## config.mk

```make
export PLATFORM = sky130hd
export DESIGN_NAME = rr_arbiter_8x3_flat
export DESIGN_NICKNAME = d
export VERILOG_FILES = /design/src/rtl/rr_arbiter_8x3_pkg.sv /design/src/rtl/rr_arbiter_8x3_if.sv /design/src/rtl/rr_arbiter_8x3_priority_encoder.sv /design/src/rtl/rr_arbiter_8x3.sv /design/src/flat_wrapper.sv
export SDC_FILE = /design/constraint.sdc
export NUM_CORES = 1
export LEC_CHECK = 0
export CELL_PAD_IN_SITES_DETAIL_PLACEMENT = 1
export CELL_PAD_IN_SITES_GLOBAL_PLACEMENT = 1
export CORE_MARGIN = 10
export CORE_UTILIZATION = 30
export CTS_BUF_LIST = sky130_fd_sc_hd__clkbuf_4 sky130_fd_sc_hd__clkbuf_8
export CTS_CLUSTER_DIAMETER = 60
export DETAILED_ROUTE_END_ITERATION = 10
export GPL_TIMING_DRIVEN = 0
export PLACE_DENSITY_LB_ADDON = 0.1
export SYNTH_ARGS = -nofsm -noshare
export SYNTH_HDL_FRONTEND = slang
export SYNTH_SLANG_ARGS = --single-unit
```

## constraint.sdc

```tcl
create_clock -name clk -period 3.8 [get_ports clk]
set_input_delay 0.76 -clock clk [delete_from_list [all_inputs] [get_ports clk]]
set_output_delay 0.76 -clock clk [all_outputs]
set_load 0.02 [all_outputs]
```

## src/rtl/rr_arbiter_8x3_pkg.sv

```systemverilog
// Shared constants and FSM state type for the 8-way round-robin arbiter.
package arb_pkg;

    localparam int unsigned N_REQ = 8;
    localparam int unsigned IDX_W = 3;

    typedef enum logic {
        IDLE  = 1'b0,
        GRANT = 1'b1
    } arb_state_e;

endpackage : arb_pkg

```

## src/rtl/rr_arbiter_8x3_if.sv

```systemverilog
// Request/grant bundle between requesters (master) and the arbiter (slave).
interface rr_arbiter_8x3_if;

    logic                          en;
    logic [arb_pkg::N_REQ-1:0]     req;
    logic [arb_pkg::N_REQ-1:0]     gnt;
    logic [arb_pkg::IDX_W-1:0]     gnt_idx;
    logic                          gnt_valid;
    logic                          gnt_new;

    modport master (
        output en, req,
        input  gnt, gnt_idx, gnt_valid, gnt_new
    );

    modport slave (
        input  en, req,
        output gnt, gnt_idx, gnt_valid, gnt_new
    );

endinterface : rr_arbiter_8x3_if

```

## src/rtl/rr_arbiter_8x3_priority_encoder.sv

```systemverilog
// 8-to-3 priority encoder: lowest set bit wins; valid flags any bit set.
module priority_encoder_8x3
    import arb_pkg::*;
(
    input  logic [N_REQ-1:0] in_i,
    output logic [IDX_W-1:0] idx_o,
    output logic             valid_o
);

    logic found;

    // Scan upward and latch the first set bit encountered.
    always_comb begin
        idx_o   = '0;
        found   = 1'b0;
        valid_o = |in_i;
        for (int unsigned i = 0; i < N_REQ; i++) begin
            if (in_i[i] && !found) begin
                idx_o = IDX_W'(i);
                found = 1'b1;
            end
        end
    end

endmodule : priority_encoder_8x3

```

## src/rtl/rr_arbiter_8x3.sv

```systemverilog
// Round-robin arbiter for 8 requesters with bounded grant tenure.
// A rotating pointer masks off requesters below it; the masked encoder wins
// when anything is left, otherwise the unmasked encoder wraps the search.
module rr_arbiter_8x3
    import arb_pkg::*;
#(
    parameter int unsigned MAX_HOLD = 8,
    parameter int unsigned HOLD_W   = 4
) (
    input  logic             clk,
    input  logic             rst_n,
    rr_arbiter_8x3_if.slave  bus
);

    localparam logic [HOLD_W-1:0] HOLD_LAST =
        HOLD_W'((MAX_HOLD == 0) ? 0 : MAX_HOLD - 1);

    arb_state_e         state_q, state_d;
    logic [IDX_W-1:0]   ptr_q, ptr_d;
    logic [HOLD_W-1:0]  hold_q, hold_d;
    logic [N_REQ-1:0]   gnt_q, gnt_d;
    logic [IDX_W-1:0]   idx_q, idx_d;
    logic               valid_q, valid_d;
    logic               new_q, new_d;

    logic [N_REQ-1:0]   masked_req;
    logic [IDX_W-1:0]   m_idx, u_idx, winner;
    logic               m_valid, u_valid;
    logic               timeout;

    // Keep only requesters at or above the pointer.
    always_comb begin
        masked_req = bus.req & ~((N_REQ'(1) << ptr_q) - N_REQ'(1));
    end

    priority_encoder_8x3 u_enc_masked (
        .in_i    (masked_req),
        .idx_o   (m_idx),
        .valid_o (m_valid)
    );

    priority_encoder_8x3 u_enc_unmasked (
        .in_i    (bus.req),
        .idx_o   (u_idx),
        .valid_o (u_valid)
    );

    // Next-state, pointer, hold counter and output decision.
    always_comb begin
        state_d = state_q;
        ptr_d   = ptr_q;
        hold_d  = hold_q;
        gnt_d   = gnt_q;
        idx_d   = idx_q;
        valid_d = valid_q;
        new_d   = 1'b0;
        winner  = m_valid ? m_idx : u_idx;
        timeout = (MAX_HOLD != 0) && (hold_q == HOLD_LAST);

        if (!bus.en) begin
            state_d = IDLE;
            gnt_d   = '0;
            valid_d = 1'b0;
        end else if (state_q == GRANT && bus.req[idx_q] && !timeout) begin
            // Saturating so unlimited tenure (MAX_HOLD=0) cannot wrap.
            if (!(&hold_q)) begin
                hold_d = hold_q + HOLD_W'(1);
            end
        end else if (u_valid) begin
            state_d = GRANT;
            gnt_d   = N_REQ'(1) << winner;
            idx_d   = winner;
            valid_d = 1'b1;
            new_d   = 1'b1;
            ptr_d   = winner + IDX_W'(1);
            hold_d  = '0;
        end else begin
            state_d = IDLE;
            gnt_d   = '0;
            valid_d = 1'b0;
        end
    end

    // State and output registers with synchronous active-low reset.
    always_ff @(posedge clk) begin
        if (!rst_n) begin
            state_q <= IDLE;
            ptr_q   <= '0;
            hold_q  <= '0;
            gnt_q   <= '0;
            idx_q   <= '0;
            valid_q <= 1'b0;
            new_q   <= 1'b0;
        end else begin
            state_q <= state_d;
            ptr_q   <= ptr_d;
            hold_q  <= hold_d;
            gnt_q   <= gnt_d;
            idx_q   <= idx_d;
            valid_q <= valid_d;
            new_q   <= new_d;
        end
    end

    assign bus.gnt       = gnt_q;
    assign bus.gnt_idx   = idx_q;
    assign bus.gnt_valid = valid_q;
    assign bus.gnt_new   = new_q;

endmodule : rr_arbiter_8x3

```

## src/flat_wrapper.sv

```systemverilog
// flat-port wrapper written by rule: the top's interface ports become plain ports
module rr_arbiter_8x3_flat import arb_pkg::*;
#(
    parameter int unsigned MAX_HOLD = 8,
    parameter int unsigned HOLD_W   = 4
)
  (clk, rst_n, bus_en, bus_req, bus_gnt, bus_gnt_idx, bus_gnt_valid, bus_gnt_new);
  rr_arbiter_8x3_if bus_i ();
  input  logic clk;
  input  logic rst_n;
  input wire logic [$bits(bus_i.en)-1:0] bus_en;
  input wire logic [$bits(bus_i.req)-1:0] bus_req;
  output wire logic [$bits(bus_i.gnt)-1:0] bus_gnt;
  output wire logic [$bits(bus_i.gnt_idx)-1:0] bus_gnt_idx;
  output wire logic [$bits(bus_i.gnt_valid)-1:0] bus_gnt_valid;
  output wire logic [$bits(bus_i.gnt_new)-1:0] bus_gnt_new;
  assign bus_i.en = bus_en;
  assign bus_i.req = bus_req;
  assign bus_gnt = bus_i.gnt;
  assign bus_gnt_idx = bus_i.gnt_idx;
  assign bus_gnt_valid = bus_i.gnt_valid;
  assign bus_gnt_new = bus_i.gnt_new;
  rr_arbiter_8x3 #(.MAX_HOLD(MAX_HOLD), .HOLD_W(HOLD_W)) u_core (.clk(clk), .rst_n(rst_n), .bus(bus_i));
endmodule
```

==> flow_summary.ini <==
[pwr]
intPower_uw = 429
power.share.combinational_pct = 43.6
power_uw = 673
pwr-share-seq_pct = 36.1
peakVddDrop_v = 0.000153
swShare_pct = 36.2
power_switching_uw = 244
clkPwrFrac_pct = 20.3
power_leakage_uw = 0.000604
powerDensity_nw_per_um2 = 427

[synth]
yosys_warnings = 0
synth_edf_count = 0
synth-main-ff-cell = dfxtp_1
yosysTopAreaCell = dfxtp_1
synth_top_area_share_pct = 32.3
async_reset_ff_share_pct = 0
synthDistinctLibCells = 49
postSynthCellCount = 143
syn_area_sq_um = 1240
ys_ff_latch = 20
postSynthAreaPerCell_sq_um = 8.68
yosysSeqAreaShare_pct = 32.3
syn_nets = 162
synth_area_leaders = dfxtp_1, ha_1, nand2_1

[worst_setup_path]
crit_buf_inv = 2
crit_slowest_cell = clkdlybuf4s50_1
worst_setup_path_end_kind = flip-flop
start_kind = primary input
r2r_cells = 11
cp.required_ns = 3.97
timing.rr.end = u_core.ptr_q[2]
crit_family = simple AND/OR/NAND/NOR gates
arrival_ns = 3.35
path_depth = 9
crit_chain = clkdlybuf4s50_1, or4b_4, nand2_1, and3b_1, a31oi_1, inv_1, ha_1, ha_1, a211oi_1
crit_path_max_incr_delay_ns = 0.57
critPathMaxFanout = 6
r2r-start = u_core.ptr_q[2]
crit_top_cell = ha_1
r2r_slack_ns = 0.70
worstSetupPathType = primary input to flip-flop

[timing]
slew_headroom_pct = 45.9
fmax_mhz = 314
tns_ns = 0
rsz0062_at_grt = no
fin_crit_sh_pct = 83.7
setup_slack_ns = 0.618
slew_violations = 0
finalHoldViolCount = 0
min_period_ns = 3.18
max_slew.worst_pin.slew_ns = 0.805
fin_skew_ns = 0.00470
finalSetupViolCount = 0

[place]
post-place-ws_ns = 0.362
place.gp.congestion = 0.828
hpwlAfterDp_mm = 2.75
portBuffers = 23

[clock_tree]
h-tree-depth = 1
post_cts_buffers = 0
cts_buffer_depth = 2
cts_tree = built
worst_skew_pair.late_latency_ns = 0.26
cts_buffers = 3
root_buffer = clkbuf_8
cts_hold_buf = 0
clock-sinks = 20
clkTransAtPathRegs_ns = 0.07
cts-resized-gates = 0

[route]
drc_errors = 0
wl_per_cell_um = 15.2
dr.pass1.iters = 2
routed_wl_mm = 3.33
ant_nets = 0
drtIter0Drc = 25
via_count = 1155
routed_via_density = 5.27

[grt]
grt-ovfl-total = 0
grt_pass1_vias = 1193
grtUsageTotal_pct = 9.42
gr-usage-met3_pct = 3.09
met2_usage_pct = 15.8
met1_usage_pct = 10.4
grt_max_degree = 11
grt_first_pass_wirelength_mm = 5.63
antenna_found_initial = 0
busiest_layer = met2

[min_path]
hold_path.class = flip-flop to flip-flop
min_from = u_core.bus.gnt[4]
holdPathStages = 2
hold_end = u_core.bus.gnt[4]

[floorplanning]
io_pins = 24
die_area_sq_um = 7110
die_w_um = 84.3
row_count = 23
start_util_pct = 31.0
die_h_um = 84.3
core-area_sq_um = 4000

[cells_and_area]
diodes = 0
drive_gt1_share_pct = 11.2
nets = 190
fillers = 481
syn_to_final_growth_pct = 26.9

[run_status]
outcome = completed

[job]
drv_cap = 0
how the worst max path moves through the flow:
| stage | endpoint | start | slack (ns) |
|---|---|---|---|
| 2_1_floorplan | u_core.ptr_q[2] | u_core.ptr_q[2] | 0.96 |
| 3_3_place_gp | u_core.ptr_q[2] | bus_req[0] | 0.36 |
| 3_5_place_dp | u_core.ptr_q[2] | bus_req[0] | 0.36 |
| 4_1_cts | u_core.ptr_q[2] | bus_req[0] | 0.60 |
| 5_1_grt | u_core.ptr_q[2] | bus_req[0] | 0.41 |
| 6_report | u_core.ptr_q[2] | bus_req[0] | 0.62 |
cells in the mapped netlist, drive strengths merged, types with 4 or more instances:
| cell type | instances |
|---|---|
| dfxtp | 20 |
| nand2 | 19 |
| nor2 | 12 |
| o21ai | 9 |
| ha | 8 |
| nand3 | 8 |
| inv | 6 |
| a21oi | 4 |
| a31oi | 4 |
| buf | 4 |
power groups by stage:
stage	Sequential (uW)	Combinational (uW)	Clock [uW]
after floorplan	260	190	0
after global placement	248	291	0
after detailed placement	248	298	0
after CTS	243	300	143
after global routing	246	329	152
final	243	293	137
through the flow:
| stage | hold slack [ns] | util, % | instances | instance area, sq um |
|---|---|---|---|---|
| global route | 0.492 | 39.4 | 219 | 1580 |
| CTS | 0.466 | 39.4 | 219 | 1580 |
| detailed placement | 0.448 | 38.3 | 216 | 1530 |
| global placement | 0.435 | 38.3 | 216 | 1530 |
| floorplan | 0.452 | - | 143 | 1240 |
| finish | 0.458 | 39.4 | 219 | 1580 |
layout by cell type (no fill, tap or decap), drive strengths merged, types with 6 or more instances in the layout:
cell type,Yosys,routed
dfxtp,20,20
nand2,19,19
ha,8,8
o21ai,9,9
nand3,8,8
clkdlybuf4s50,0,23
inv,6,6
nor2,12,12
layout make-up:
class                      count  area, sq um  area share [%]
buffer                         5         35.0            2.22
inverter                       6         22.5            1.43
clock buffer                   3         41.3            2.62
timing repair buffer          23          230            14.6
tap                           50         62.6            3.97
sequential                    20          400            25.4
multi-input combinational    112          783            49.7
flip-flops by register name, summed over array words and instances (netlist names):
name / flops
u_core.bus.gnt: 8
u_core.bus.gnt_idx: 3
u_core.bus.gnt_new: 1
u_core.bus.gnt_valid: 1
u_core.hold_q: 4
u_core.ptr_q: 3
logic make-up after synthesis:
logic type,Yosys count,synth area share [%]
fa+ha+maj,8,8.06
xor+xnor,2,1.41
simple gates,61,27.0
buf+inv,11,4.64
mux,3,3.63
flops,20,32.3
compound gates,38,23.0
metal layers:
metal / vias to the layer above / wire, um
li1: 589 / -
met1: 539 / 1550
met2: 22 / 1500
met3: 5 / 211
met4: 0 / 66
met5: - / 0
worst register-to-register path, stage by stage, from the launching register on:
cell and delay, ns:
dfxtp_1 0.32, buf_2 0.17, or3_1 0.38, ha_1 0.28, or4b_4 0.50, nand4_2 0.14, and2_1 0.16, nand3b_1 0.14
and3_1 0.22, ha_1 0.23, ha_1 0.28, a211oi_1 0.20
Note: power is estimated with default switching activity, not from simulation.
